[config.mk]
export PLATFORM = sky130hd
export DESIGN_NAME = multicycle_ctrl_flat
export DESIGN_NICKNAME = d
export VERILOG_FILES = /design/src/rtl/ctrl_pkg.sv /design/src/rtl/multicycle_ctrl_if.sv /design/src/rtl/ctrl_decode.sv /design/src/rtl/multicycle_ctrl.sv /design/src/flat_wrapper.sv
export SDC_FILE = /design/constraint.sdc
export NUM_CORES = 1
export LEC_CHECK = 0
export CAP_MARGIN = 20
export CORE_MARGIN = 2
export CORE_UTILIZATION = 40
export CTS_BUF_LIST = sky130_fd_sc_hd__clkbuf_16
export CTS_CLUSTER_DIAMETER = 60
export DETAILED_ROUTE_END_ITERATION = 16
export PLACE_DENSITY = 0.81
export SLEW_MARGIN = 0
export SYNTH_ARGS = -nofsm -noshare
export SYNTH_HDL_FRONTEND = slang
export SYNTH_SLANG_ARGS = --single-unit
[constraint.sdc]
create_clock -name clk -period 2.8 [get_ports clk]
set_clock_uncertainty 0.2 [all_clocks]
set_input_delay 0.28 -clock clk [delete_from_list [all_inputs] [get_ports clk]]
set_output_delay 0.28 -clock clk [all_outputs]
set_load 0.02 [all_outputs]
[src/rtl/ctrl_pkg.sv]
`default_nettype none
//==============================================================================
// Module      : ctrl_pkg
// Description : Constants shared by the datapath and the multicycle controller.
// Revision    : 1.0 - initial release
//==============================================================================
package ctrl_pkg;

    localparam logic [3:0] c_alu_add   = 4'd0;
    localparam logic [3:0] c_alu_sub   = 4'd1;
    localparam logic [3:0] c_alu_sll   = 4'd2;
    localparam logic [3:0] c_alu_slt   = 4'd3;
    localparam logic [3:0] c_alu_sltu  = 4'd4;
    localparam logic [3:0] c_alu_xor   = 4'd5;
    localparam logic [3:0] c_alu_srl   = 4'd6;
    localparam logic [3:0] c_alu_sra   = 4'd7;
    localparam logic [3:0] c_alu_or    = 4'd8;
    localparam logic [3:0] c_alu_and   = 4'd9;
    localparam logic [3:0] c_alu_passb = 4'd10;

    localparam logic [2:0] c_br_none = 3'd0;
    localparam logic [2:0] c_br_beq  = 3'd1;
    localparam logic [2:0] c_br_bne  = 3'd2;
    localparam logic [2:0] c_br_blt  = 3'd3;
    localparam logic [2:0] c_br_bge  = 3'd4;
    localparam logic [2:0] c_br_bltu = 3'd5;
    localparam logic [2:0] c_br_bgeu = 3'd6;
    localparam logic [2:0] c_br_jump = 3'd7;

    localparam logic [1:0] c_wsrc_alu = 2'd0;
    localparam logic [1:0] c_wsrc_mem = 2'd1;
    localparam logic [1:0] c_wsrc_pc4 = 2'd2;

    localparam logic [1:0] c_ls_byte = 2'd0;
    localparam logic [1:0] c_ls_half = 2'd1;
    localparam logic [1:0] c_ls_word = 2'd2;

    localparam logic [6:0] c_op_lui    = 7'b0110111;
    localparam logic [6:0] c_op_auipc  = 7'b0010111;
    localparam logic [6:0] c_op_jal    = 7'b1101111;
    localparam logic [6:0] c_op_jalr   = 7'b1100111;
    localparam logic [6:0] c_op_branch = 7'b1100011;
    localparam logic [6:0] c_op_load   = 7'b0000011;
    localparam logic [6:0] c_op_store  = 7'b0100011;
    localparam logic [6:0] c_op_imm    = 7'b0010011;
    localparam logic [6:0] c_op_reg    = 7'b0110011;
    localparam logic [6:0] c_op_system = 7'b1110011;

    localparam logic [31:0] c_instr_ecall  = 32'h0000_0073;
    localparam logic [31:0] c_instr_ebreak = 32'h0010_0073;

    localparam logic [1:0] c_s_exec     = 2'd0;
    localparam logic [1:0] c_s_mem_wait = 2'd1;
    localparam logic [1:0] c_s_halt     = 2'd2;

    typedef struct packed {
        logic       write_en;
        logic [3:0] alu_sel;
        logic       alu_b_sel;
        logic       alu_a_sel;
        logic       mem_write;
        logic       mem_read;
        logic [1:0] load_store_type;
        logic       load_unsigned;
        logic [1:0] write_src_sel;
        logic [2:0] branch_type;
        logic       stay;
    } ctrl_word_t;

    localparam logic [17:0] c_nop_word = 18'h00001;

    // alt selects SUB/SRA; it is only meaningful for funct3 000 and 101
    function automatic logic [3:0] alu_from_funct3(input logic [2:0] funct3, input logic alt);
        logic [3:0] r_sel;
        case (funct3)
            3'b000:  r_sel = alt ? c_alu_sub : c_alu_add;
            3'b001:  r_sel = c_alu_sll;
            3'b010:  r_sel = c_alu_slt;
            3'b011:  r_sel = c_alu_sltu;
            3'b100:  r_sel = c_alu_xor;
            3'b101:  r_sel = alt ? c_alu_sra : c_alu_srl;
            3'b110:  r_sel = c_alu_or;
            default: r_sel = c_alu_and;
        endcase
        return r_sel;
    endfunction

endpackage
`default_nettype wire

[src/rtl/multicycle_ctrl_if.sv]
`default_nettype none
//==============================================================================
// Module      : multicycle_ctrl_if
// Description : Datapath <-> controller bundle: instruction, memory handshake,
//               control word and status.
// Revision    : 1.0 - initial release
//==============================================================================
interface multicycle_ctrl_if;
    logic [31:0] instruction;
    logic        mem_ready;
    logic [17:0] ctrl_signals;
    logic        mem_req;
    logic        retire;
    logic        halted;
    logic        error;

    modport master (
        output instruction,
        output mem_ready,
        input  ctrl_signals,
        input  mem_req,
        input  retire,
        input  halted,
        input  error
    );

    modport slave (
        input  instruction,
        input  mem_ready,
        output ctrl_signals,
        output mem_req,
        output retire,
        output halted,
        output error
    );
endinterface
`default_nettype wire

[src/rtl/ctrl_decode.sv]
`default_nettype none
//==============================================================================
// Module      : ctrl_decode
// Description : Combinational RV32I decoder producing the ungated control word
//               plus memory / illegal / system classification.
// Revision    : 1.0 - initial release
//==============================================================================
module ctrl_decode
    import ctrl_pkg::*;
(
    input  wire logic [31:0] i_instruction,
    output ctrl_word_t       o_word,
    output logic             o_is_mem,
    output logic             o_illegal,
    output logic             o_is_sys
);

    logic [6:0] w_opcode;
    logic [2:0] w_funct3;
    logic [6:0] w_funct7;

    assign w_opcode = i_instruction[6:0];
    assign w_funct3 = i_instruction[14:12];
    assign w_funct7 = i_instruction[31:25];

    always_comb begin
        o_word    = '0;
        o_is_mem  = 1'b0;
        o_illegal = 1'b0;
        o_is_sys  = 1'b0;
        case (w_opcode)
            c_op_lui: begin
                o_word.write_en  = 1'b1;
                o_word.alu_sel   = c_alu_passb;
                o_word.alu_b_sel = 1'b1;
            end
            c_op_auipc: begin
                o_word.write_en  = 1'b1;
                o_word.alu_sel   = c_alu_add;
                o_word.alu_a_sel = 1'b1;
                o_word.alu_b_sel = 1'b1;
            end
            c_op_jal, c_op_jalr: begin
                o_word.write_en      = 1'b1;
                o_word.alu_sel       = c_alu_add;
                o_word.alu_a_sel     = (w_opcode == c_op_jal);
                o_word.alu_b_sel     = 1'b1;
                o_word.branch_type   = c_br_jump;
                o_word.write_src_sel = c_wsrc_pc4;
                o_illegal            = (w_opcode == c_op_jalr) && (w_funct3 != 3'b000);
            end
            c_op_branch: begin
                o_word.alu_sel = c_alu_sub;
                case (w_funct3)
                    3'b000:  o_word.branch_type = c_br_beq;
                    3'b001:  o_word.branch_type = c_br_bne;
                    3'b100:  o_word.branch_type = c_br_blt;
                    3'b101:  o_word.branch_type = c_br_bge;
                    3'b110:  o_word.branch_type = c_br_bltu;
                    3'b111:  o_word.branch_type = c_br_bgeu;
                    default: o_illegal = 1'b1;
                endcase
            end
            c_op_load: begin
                o_is_mem             = 1'b1;
                o_word.write_en      = 1'b1;
                o_word.alu_sel       = c_alu_add;
                o_word.alu_b_sel     = 1'b1;
                o_word.mem_read      = 1'b1;
                o_word.write_src_sel = c_wsrc_mem;
                case (w_funct3)
                    3'b000: o_word.load_store_type = c_ls_byte;
                    3'b001: o_word.load_store_type = c_ls_half;
                    3'b010: o_word.load_store_type = c_ls_word;
                    3'b100: begin
                        o_word.load_store_type = c_ls_byte;
                        o_word.load_unsigned   = 1'b1;
                    end
                    3'b101: begin
                        o_word.load_store_type = c_ls_half;
                        o_word.load_unsigned   = 1'b1;
                    end
                    default: o_illegal = 1'b1;
                endcase
            end
            c_op_store: begin
                o_is_mem               = 1'b1;
                o_word.alu_sel         = c_alu_add;
                o_word.alu_b_sel       = 1'b1;
                o_word.mem_write       = 1'b1;
                o_word.load_store_type = w_funct3[1:0];
                o_illegal              = (w_funct3[2] == 1'b1) || (w_funct3[1:0] == 2'b11);
            end
            c_op_imm: begin
                o_word.write_en  = 1'b1;
                o_word.alu_b_sel = 1'b1;
                o_word.write_src_sel = c_wsrc_alu;
                // Shift immediates carry a funct7-like field; everything else is a plain immediate
                o_word.alu_sel   = alu_from_funct3(w_funct3, (w_funct3 == 3'b101) && w_funct7[5]);
                if (w_funct3 == 3'b001)
                    o_illegal = (w_funct7 != 7'b0000000);
                else if (w_funct3 == 3'b101)
                    o_illegal = (w_funct7 != 7'b0000000) && (w_funct7 != 7'b0100000);
            end
            c_op_reg: begin
                o_word.write_en = 1'b1;
                o_word.alu_sel  = alu_from_funct3(w_funct3, w_funct7[5]);
                if (w_funct7 == 7'b0100000)
                    o_illegal = (w_funct3 != 3'b000) && (w_funct3 != 3'b101);
                else
                    o_illegal = (w_funct7 != 7'b0000000);
            end
            c_op_system: begin
                if ((i_instruction == c_instr_ecall) || (i_instruction == c_instr_ebreak))
                    o_is_sys = 1'b1;
                else
                    o_illegal = 1'b1;
            end
            default: o_illegal = 1'b1;
        endcase

        if (o_illegal) begin
            o_word   = '0;
            o_is_mem = 1'b0;
        end
    end

endmodule
`default_nettype wire

[src/rtl/multicycle_ctrl.sv]
`default_nettype none
//==============================================================================
// Module      : multicycle_ctrl
// Description : Control sequencer: decodes instructions and stretches loads and
//               stores over a variable-latency memory, halting on faults.
// Revision    : 1.0 - initial release
//==============================================================================
module multicycle_ctrl
    import ctrl_pkg::*;
#(
    parameter int MEM_TIMEOUT = 16,
    parameter int CNT_WIDTH   = $clog2(MEM_TIMEOUT + 1)
) (
    input  wire logic             clk,
    input  wire logic             rst,
    multicycle_ctrl_if.slave      bus
);

    ctrl_word_t           w_dec_word;
    logic                 w_is_mem;
    logic                 w_illegal;
    logic                 w_is_sys;

    logic [1:0]           r_state;
    logic [CNT_WIDTH-1:0] r_cnt;
    logic                 r_error;

    logic [1:0]           w_state_nxt;
    logic [CNT_WIDTH-1:0] w_cnt_nxt;
    logic                 w_error_nxt;
    ctrl_word_t           w_ctrl;
    logic                 w_mem_req;
    logic                 w_retire;
    logic                 w_halted;
    logic                 w_error;

    ctrl_decode u_decode (
        .i_instruction (bus.instruction),
        .o_word        (w_dec_word),
        .o_is_mem      (w_is_mem),
        .o_illegal     (w_illegal),
        .o_is_sys      (w_is_sys)
    );

    always_comb begin
        w_state_nxt = r_state;
        w_cnt_nxt   = r_cnt;
        w_error_nxt = r_error;
        w_ctrl      = ctrl_word_t'(c_nop_word);
        w_mem_req   = 1'b0;
        w_retire    = 1'b0;
        w_halted    = 1'b0;
        w_error     = 1'b0;

        case (r_state)
            c_s_exec, c_s_mem_wait: begin
                if (w_illegal) begin
                    w_state_nxt = c_s_halt;
                    w_error_nxt = 1'b1;
                end else if (w_is_sys) begin
                    w_state_nxt = c_s_halt;
                    w_error_nxt = 1'b0;
                end else if (!w_is_mem) begin
                    w_ctrl      = w_dec_word;
                    w_retire    = 1'b1;
                    w_state_nxt = c_s_exec;
                end else begin
                    w_mem_req = 1'b1;
                    w_ctrl    = w_dec_word;
                    if (bus.mem_ready) begin
                        w_retire    = 1'b1;
                        w_state_nxt = c_s_exec;
                        w_cnt_nxt   = '0;
                    end else begin
                        // Hold the PC and suppress the register write until the access lands
                        w_ctrl.write_en = 1'b0;
                        w_ctrl.stay     = 1'b1;
                        if (r_state == c_s_exec) begin
                            w_state_nxt = c_s_mem_wait;
                            w_cnt_nxt   = CNT_WIDTH'(1);
                        end else if (r_cnt == CNT_WIDTH'(MEM_TIMEOUT)) begin
                            w_state_nxt = c_s_halt;
                            w_error_nxt = 1'b1;
                            w_cnt_nxt   = '0;
                        end else begin
                            w_cnt_nxt = r_cnt + CNT_WIDTH'(1);
                        end
                    end
                end
            end
            c_s_halt: begin
                w_halted = 1'b1;
                w_error  = r_error;
            end
            default: begin
                w_state_nxt = c_s_exec;
                w_cnt_nxt   = '0;
            end
        endcase

        if (rst) begin
            w_ctrl    = ctrl_word_t'(c_nop_word);
            w_mem_req = 1'b0;
            w_retire  = 1'b0;
            w_halted  = 1'b0;
            w_error   = 1'b0;
        end
    end

    always_ff @(posedge clk) begin
        if (rst) begin
            r_state <= c_s_exec;
            r_cnt   <= '0;
            r_error <= 1'b0;
        end else begin
            r_state <= w_state_nxt;
            r_cnt   <= w_cnt_nxt;
            r_error <= w_error_nxt;
        end
    end

    assign bus.ctrl_signals = w_ctrl;
    assign bus.mem_req      = w_mem_req;
    assign bus.retire       = w_retire;
    assign bus.halted       = w_halted;
    assign bus.error        = w_error;

endmodule
`default_nettype wire

[src/flat_wrapper.sv]
// flat-port wrapper written by rule: the top's interface ports become plain ports
module multicycle_ctrl_flat import ctrl_pkg::*;
#(
    parameter int MEM_TIMEOUT = 16,
    parameter int CNT_WIDTH   = $clog2(MEM_TIMEOUT + 1)
)
  (clk, rst, bus_instruction, bus_mem_ready, bus_ctrl_signals, bus_mem_req, bus_retire, bus_halted, bus_error);
  multicycle_ctrl_if bus_i ();
  input  wire logic clk;
  input  wire logic rst;
  input wire logic [$bits(bus_i.instruction)-1:0] bus_instruction;
  input wire logic [$bits(bus_i.mem_ready)-1:0] bus_mem_ready;
  output wire logic [$bits(bus_i.ctrl_signals)-1:0] bus_ctrl_signals;
  output wire logic [$bits(bus_i.mem_req)-1:0] bus_mem_req;
  output wire logic [$bits(bus_i.retire)-1:0] bus_retire;
  output wire logic [$bits(bus_i.halted)-1:0] bus_halted;
  output wire logic [$bits(bus_i.error)-1:0] bus_error;
  assign bus_i.instruction = bus_instruction;
  assign bus_i.mem_ready = bus_mem_ready;
  assign bus_ctrl_signals = bus_i.ctrl_signals;
  assign bus_mem_req = bus_i.mem_req;
  assign bus_retire = bus_i.retire;
  assign bus_halted = bus_i.halted;
  assign bus_error = bus_i.error;
  multicycle_ctrl #(.MEM_TIMEOUT(MEM_TIMEOUT), .CNT_WIDTH(CNT_WIDTH)) u_core (.clk(clk), .rst(rst), .bus(bus_i));
endmodule
* After elaboration in Yosys (flattened, before gate mapping)
Cells that the tools add are included.
Widths: inputs -> output; s select.
** Cells by class
- Equal/unequal tests :: 32
- Div/mod/pow operators :: 0
- $mul :: 0
- Add/sub/neg operators :: 1
- Muxes and demuxes :: 72
- Shift-type cells :: 0
- Reduce and logical (&&, ||, !) cells :: 25
- $lt $le $gt $ge :: 0
- Bitwise logic cells :: 1
** Operators with widths (number)
- $mux 18 :: 5
- $pmux 4 s7 :: 2
- $mux 1 :: 43
- $eq 32x21->1 const B :: 1
- $eq 32x7->1 const B :: 1
- $mux 5 :: 6
- $eq 7x6->1 const B :: 4
- $eq 7x7->1 const B :: 4
- $pmux 3 s6 :: 1
- $pmux 2 s2 :: 4
- $pmux 4 s4 :: 1
- $eq 7x5->1 const B :: 2
- $reduce_or 7->1 :: 2
- $eq 3x3->1 const B :: 4
- $mux 2 :: 6
- $reduce_or 2->1 :: 6
- $pmux 5 s2 :: 1
- $reduce_bool 3->1 :: 3
- $pmux 1 s8 :: 1
- $eq 7x2->1 const B :: 1
- $ne 7x6->1 const B :: 1
- $ne 7x7->1 const B :: 1
- $reduce_bool 7->1 :: 1
- $eq 3x2->1 const B :: 2
- other kinds (21) :: 28
** Word-level totals
- Bits of input ports :: 35
- Bits in latches :: 0
- RAM bits :: 0
- Word-level logic and storage cells :: 134
- Memories :: 0
- Output and inout bits :: 22
- Flip-flop bits (word level) :: 8
- Bits in read-only memories :: 0

* Longest topological paths before layout
Gate-level depths: netlist (run 1).
- Depth after elaboration :: 11
- Depth in mapped cells :: 8
- Mapped depth without buffers :: 8

* By module
A second synthesis (run 1) with hierarchy kept.
** Second synthesis, totals
- Cells, all modules :: 184
- Area total of the unflattened synthesis :: 1267.5 µm²
** By module, submodules not included
- ctrl_decode :: area each 645.6 µm², seq. area each 0.0 µm², times used 1, cells each 104
- multicycle_ctrl :: area each 621.8 µm², seq. area each 160.2 µm², times used 1, cells each 80

* Worst setup path before layout (run 1)
OpenSTA, ideal clock, no wires.
- Kind :: input -> output
- From :: in bus_instruction[26]
- To :: out bus_ctrl_signals[10]
- Setup slack :: -19 ps
- Required time :: 2320 ps
- Arrival time :: 2339 ps
- Cell stages on the path :: 6
- Cells stage by stage :: nor4_1 a32oi_1 a211o_1 or4_4 clkbuf_1 nor4_1
** Between the ends
- Word-level cells in the longest chain between the ends :: 8
** Ends and longest elaborated chain
- start, declared :: line flat_wrapper.sv:11 : input wire logic [$bits(bus_i.instruction)-1:0] bus_instruction;
- $ne 7x6->1, or another cell as far along :: line ctrl_decode.sv:103 : o_illegal = (w_funct7 != 7'b0000000) && (w_funct7 != 7'b0100000);
- $logic_and 1x1->1 or $logic_or 1x1->1 (tied branches) :: line ctrl_decode.sv:103, ctrl_decode.sv:114
- $mux 1 (on tied branches) :: line ctrl_decode.sv:102, ctrl_decode.sv:114
- $mux 1 (on tied branches) :: line ctrl_decode.sv:100, ctrl_decode.sv:31
- $pmux 1 s8 or $mux 18 (tied branches) :: line ctrl_decode.sv:31, multicycle_ctrl.sv:60
- $mux 18 * :: line multicycle_ctrl.sv:57 : if (w_illegal) begin
- $mux 18 * :: line multicycle_ctrl.sv:55 : case (r_state)
- $mux 18 * :: line multicycle_ctrl.sv:101 : if (rst) begin
- end, declared :: line flat_wrapper.sv:13 : output wire logic [$bits(bus_i.ctrl_signals)-1:0] bus_ctrl_signals;
Every way passes the cells marked *; elsewhere a longest branch is shown, timed or not.

* Worst setup path in the final report (run 1)
- From :: in bus_instruction[29]
- To :: out bus_ctrl_signals[6]
Same word-level chain as after synthesis.

==> impl_metrics.toml, run 1 <==
[run_status]
status = "finished, violations left"
violations = "negative setup slack"

[clock_tree]
clk_latency_ps = 230
htree_num_levels = 1
clock_sinks = 8
numCtsBuffers = 3
path_clk_slew_ps = 40
cts_tree = "yes"
hold_buffers = 0
cts-root-buf = "clkbuf_16"
clk_path_buf_depth = 2

[yosys]
synth_warnings = 0
synth_area_leaders = "dfxtp_1 15%, a21oi_1 6.9%, nor2_1 6.9%"
async_reset_ff_share_pct = 0
synth_flop_cell = "dfxtp_1"
synth_edf_count = 0
ys_types = 52
synth-seq-area-share_pct = 14.7
ys_seq_elements = 8
synth_common_cells = "20 x nor2_1, 15 x a21oi_1, 10 x inv_1, 10 x nor3_1"
yosysTopAreaCell = "dfxtp_1"
syn_area_sq_um = 1090
yosysTopAreaCellShare_pct = 14.7
syn_avg_cell_area_sq_um = 6.84
synthCells = 159
synth_nets = 196
synth_most_common_cell = "nor2_1"

[sta]
setup_viol = 2
rsz0062_at_grt = "true"
fmax_ghz = 0.355
post-route-period-util_pct = 101
post-route-min-period_ps = 2820
drv_slew = 0
hold-worst-slack_ps = 301
fin_ws_ps = -15.5
worstMarginPinSlew_ps = 819
slew_headroom_pct = 44.7
finalHoldViolCount = 0

[setup_path]
r2r_start = "u_core.r_state[0]$_SDFFE_PP0P_"
cp-start-kind = "primary input"
worst_ep_arrival_time_ps = 2340
critical_path.max_fanout = 5
max_stage_delay_ps = 510
worstReg2RegEnd = "u_core.r_state[1]$_SDFFE_PP0P_"
cp-end-kind = "output pin"
reg2reg_slack_ps = 410
required_ps = 2320
reg2reg_depth = 4
crit_family = "simple AND/OR/NAND/NOR gates"
crit_type = "in -> out"
worst-path-buf-inv = 2
cp_slowest_cell = "or4_4"
path_cells = "buf_6 -> nor4_4 -> a32oi_1 -> a211o_1 -> or4_4 -> or2_4 -> nor4b_4 -> buf_4"

[global_route]
antenna_found_initial = 0
grtUsageTotal_pct = 37.9
grt_pass1_wl_um = 9360
grt_pass1_vias = 1950
grt_max_degree = 12
globalRouteOverflowTotal = 0

[placement]
dpl.hpwl_um = 3200
post_dp_cell_area_sq_um = 1930
gp_congestion = 0.937
port-buffer-count = 55
place.detailed.instances = 274
post-place-ws_ps = -821

[final_layout]
postLayoutCellArea_sq_um = 2150
drive_gt1_share_pct = 46.0
fin_util_pct = 85.4
fillers = 128
stdcell_count = 291
area_delta_synth_final_pct = 98.0
diodes = 0
finalNetCount = 300

[route]
wirelength_um = 6000
drt-initial-drc-count = 141
vias = 1874
ant_nets = 0
via_per_inst = 6.44
drt_first_pass_iters = 5
wl_per_cell_um = 20.6
drc = 0

[power_and_ir_drop]
cellPowerDensity_nw_per_um2 = 260
ir_drop_mv = 0.573
p_leak_nw = 0.913

[die]
die_w_um = 56.1
die_h_um = 56.1
start_util_pct = 43.1
fp.coreArea_sq_um = 2520
num_rows = 18
ios = 57
dieArea_sq_um = 3150

[worst_hold_path]
holdPathStages = 1
min_to = "u_core.r_cnt[2]$_SDFFE_PP0P_"
hold_path_class = "reg -> reg"
worstHoldStart = "u_core.r_cnt[2]$_SDFFE_PP0P_"

[run]
maxCapViolations = 0
flip-flops by register name, indices dropped and copies added, names as in the netlist:
name            cells
u_core.r_state      2
u_core.r_cnt        5
u_core.r_error      1
worst max-delay path by stage:
stage	from	end	slack [ps]	cells after the start
2_1_floorplan	bus_instruction[26]	bus_ctrl_signals[9]	7	7
3_3_place_gp	bus_instruction[26]	bus_ctrl_signals[6]	-770	8
3_5_place_dp	bus_instruction[29]	bus_ctrl_signals[6]	-820	8
4_1_cts	bus_instruction[31]	bus_ctrl_signals[6]	-20	8
5_1_grt	bus_instruction[29]	bus_ctrl_signals[6]	-100	8
6_report	bus_instruction[29]	bus_ctrl_signals[6]	-20	8
routing by layer:
metal	GRT usage, %	vias up	share of wire, %
met5	0	-	0
met3	10.2	47	11
li1	-	798	-
met1	39.2	854	35
met2	68.6	175	47
met4	20.1	0	6.9
metrics by stage:
stage          setup TNS [ps]  power (mW)
6_report                -25.9       0.561
4_1_cts                 -22.0       0.540
5_1_grt                  -289       0.578
3_5_place_dp           -12960       0.275
2_1_floorplan               0       0.181
3_3_place_gp           -12630       0.271
cells in the final DEF (no fill, tap or decap), types with 3 or more instances in the layout:
master,Yosys,routed
clkbuf_2,0,12
a21oi_1,15,14
nand3_1,4,4
clkdlybuf4s15_2,0,5
buf_6,1,7
nor2_1,20,18
nor2b_1,4,3
clkbuf_16,0,3
buf_4,1,54
nand2_1,8,6
nor3_1,10,9
a211oi_1,4,4
clkdlybuf4s50_1,0,18
buf_2,3,8
inv_1,10,9
dfxtp_1,8,8
nor2_2,1,3
dlygate4sd2_1,0,3
o21ai_0,8,8
nor4_2,2,3
nand2b_1,4,4
layout make-up:
cell class	count	area [sq um]	area share [%]
flip-flops and latches	8	160	7.44
repair buffers	108	857	39.8
inverters	11	41.3	1.92
multi-input cells	131	982	45.6
well taps	30	37.5	1.74
clock buffers	3	75.1	3.49
kinds of logic (layout without fill, tap and decap cells):
logic type | Yosys count | in the layout | synth area share (%)
DFF | 8 | 8 | 14.7
xor gates and xnor gates | 1 | 1 | 0.806
and+or+nand+nor | 81 | 81 | 44.4
adders and majority gates | 2 | 2 | 2.30
buffers and inverters | 20 | 122 | 8.28
muxes | 2 | 2 | 1.96
AOI/OAI and AO/OA | 45 | 45 | 27.5
power by group:
group | switching [mW] | internal (mW)
clock | 0.0539 | 0.184
sequential | 0.00233 | 0.117
combinational | 0.101 | 0.103
repair_timing:
action                     in CTS  in global routing
resized for setup             119                 42
pin swaps                      15                 11
setup endpoints to repair      20                 19
setup buffers                  13                  1
Note: power is estimated with default switching activity, not from simulation.
==> run 2, diff against run 1 <==
--- a/config.mk
+++ b/config.mk
@@ -5,7 +5,7 @@
 export SDC_FILE = /design/constraint.sdc
 export NUM_CORES = 1
 export LEC_CHECK = 0
-export CAP_MARGIN = 20
+export CAP_MARGIN = 30
 export CORE_MARGIN = 2
 export CORE_UTILIZATION = 40
 export CTS_BUF_LIST = sky130_fd_sc_hd__clkbuf_16
==> constraint.sdc (replaced) <==
create_clock -name clk -period 2.7 [get_ports clk]
set_clock_uncertainty 0.2 [all_clocks]
set_input_delay 0.27 -clock clk [delete_from_list [all_inputs] [get_ports clk]]
set_output_delay 0.27 -clock clk [all_outputs]
set_load 0.02 [all_outputs]
==> run 2 against run 1 <==
Compared with the run above: the run still ends with negative setup slack left; sequential share of layout area decreased by 0.26 points; cell count increased by 1.7%; combinational power increased by 2%; flip-flop and latch count unchanged; register-to-register slack improved by 30 ps; hold slack got worse by 25 ps; power increased by 4.2%; die area unchanged; via count increased by 1.8%; setup slack got worse by 44 ps; critical path type unchanged; critical endpoint unchanged; largest cell class unchanged.
==> impl_metrics.toml, run 2 (synthesized netlist as in run 1, its figures left out) <==
[run_status]
status = "finished, violations left"
violations = "negative setup slack"

[clock_tree]
clk_path_buf_depth = 2
hold_buffers = 0
cts-root-buf = "clkbuf_16"
numCtsBuffers = 3
path_clk_slew_ps = 40
cts_tree = "yes"
clock_sinks = 8
clk_latency_ps = 240
htree_num_levels = 1

[setup_path]
cp_slowest_cell = "or4_4"
path_cells = "buf_6 -> nor4_4 -> buf_4 -> a32oi_1 -> a211o_1 -> or4_4 -> or2_4 -> nor4b_4 -> buf_4"
critical_path.max_fanout = 4
cp-start-kind = "primary input"
reg2reg_depth = 7
worstReg2RegEnd = "u_core.r_state[0]$_SDFFE_PP0P_"
crit_type = "in -> out"
crit_top_cell = "buf_4"
required_ps = 2230
worst_ep_arrival_time_ps = 2290
cp-end-kind = "output pin"
max_stage_delay_ps = 450
r2r_start = "u_core.r_state[1]$_SDFFE_PP0P_"
reg2reg_slack_ps = 440

[route]
drt-initial-drc-count = 172
drc = 0
wl_per_cell_um = 20.0
via_per_inst = 6.45
ant_nets = 0
drt_first_pass_iters = 6
vias = 1908
wirelength_um = 5930

[die]
dieArea_sq_um = 3150
die_w_um = 56.1
fp.coreArea_sq_um = 2520
die_h_um = 56.1
start_util_pct = 43.1
num_rows = 18
ios = 57

[global_route]
grt_pass1_wl_um = 8360
antenna_found_initial = 0
grt_max_degree = 13
grtUsageTotal_pct = 32.5
globalRouteOverflowTotal = 0
grt_pass1_vias = 1769

[final_layout]
largest_reg_flops = 5
layout_commonest_cell = "buf_4"
finalNetCount = 305
top_regs = "u_core.r_cnt x5, u_core.r_state x2, u_core.r_error x1"
area_delta_synth_final_pct = 105
diodes = 0
drive_gt1_share_pct = 47.7
postLayoutCellArea_sq_um = 2230
final_cell_mix = "59 x buf_4, 18 x clkdlybuf4s50_1, 17 x nor2_1, 14 x a21oi_1, 11 x buf_6"
stdcell_count = 296
regMostFlops = "u_core.r_cnt"

[sta]
fin_setup_tns_ps = -281
hold-worst-slack_ps = 277
worstMarginPinSlew_ps = 443
drv_slew = 0
finalHoldViolCount = 0
rsz0062_at_grt = "true"
fin_ws_ps = -59.1
slew_headroom_pct = 69.7
fmax_ghz = 0.362
post-route-period-util_pct = 102
setup_viol = 7
post-route-min-period_ps = 2760

[placement]
place.detailed.instances = 279
gp_congestion = 0.957
post-place-ws_ps = -884
port-buffer-count = 55
post_dp_cell_area_sq_um = 1970
dpl.hpwl_um = 3410

[power_and_ir_drop]
cellPowerDensity_nw_per_um2 = 262
p_leak_nw = 0.939
ir_drop_mv = 0.634

[worst_hold_path]
holdPathStages = 2
worstHoldStart = "u_core.r_error$_SDFFE_PP0P_"
hold_path_class = "reg -> reg"
min_to = "u_core.r_error$_SDFFE_PP0P_"

[run]
maxCapViolations = 0
[run 2: metal layers]
metal  wire (um)  vias to the layer above  global-route usage [%]
met5           0                        -                       0
met4         299                        0                    17.7
met3         682                       45                    8.60
met2        2780                      179                    52.1
met1        2160                      875                    39.0
li1            -                      809                       -
[run 2: area by class of cell]
cell class              count  area, sq um
repair buffers            113          915
inverters                  11         41.3
clock buffers               3         75.1
multi-input cells         131         1000
fillers                   128          292
well taps                  30         37.5
flip-flops and latches      8          160
[run 2: worst max path at each step]
stage / start / end / slack (ps)
floorplan: bus_instruction[26] / bus_ctrl_signals[17] / 10
global placement: bus_instruction[26] / bus_ctrl_signals[6] / -820
detailed placement: bus_instruction[4] / bus_ctrl_signals[6] / -880
CTS: bus_instruction[31] / bus_ctrl_signals[6] / -170
global route: bus_instruction[29] / bus_ctrl_signals[6] / -140
finish: bus_instruction[29] / bus_ctrl_signals[6] / -60
[run 2: timing repair]
action                     CTS  global route
setup endpoints to repair   20            22
pin swaps                   14            13
buffers inserted             9             5
resized for setup          144            35
[run 2: worst max-delay path, delay by kind of cell]
kind	cells	cell delay [ps]
AO/OA/AOI/OAI	2	410
AND/OR/NAND/NOR	4	1190
buffers and inverters	3	420
[run 2: power breakdown]
part           switching [mW]  internal, mW  total [mW]
registers             0.00131         0.122       0.123
logic                   0.101         0.106       0.207
clock network          0.0630         0.191       0.254
total                   0.165         0.419       0.584
[run 2: stage by stage]
stage / utilization, % / power (mW)
2_1_floorplan: - / 0.187
3_3_place_gp: 77.9 / 0.286
3_5_place_dp: 77.9 / 0.291
4_1_cts: 83.9 / 0.559
5_1_grt: 88.4 / 0.604
6_report: 88.4 / 0.584
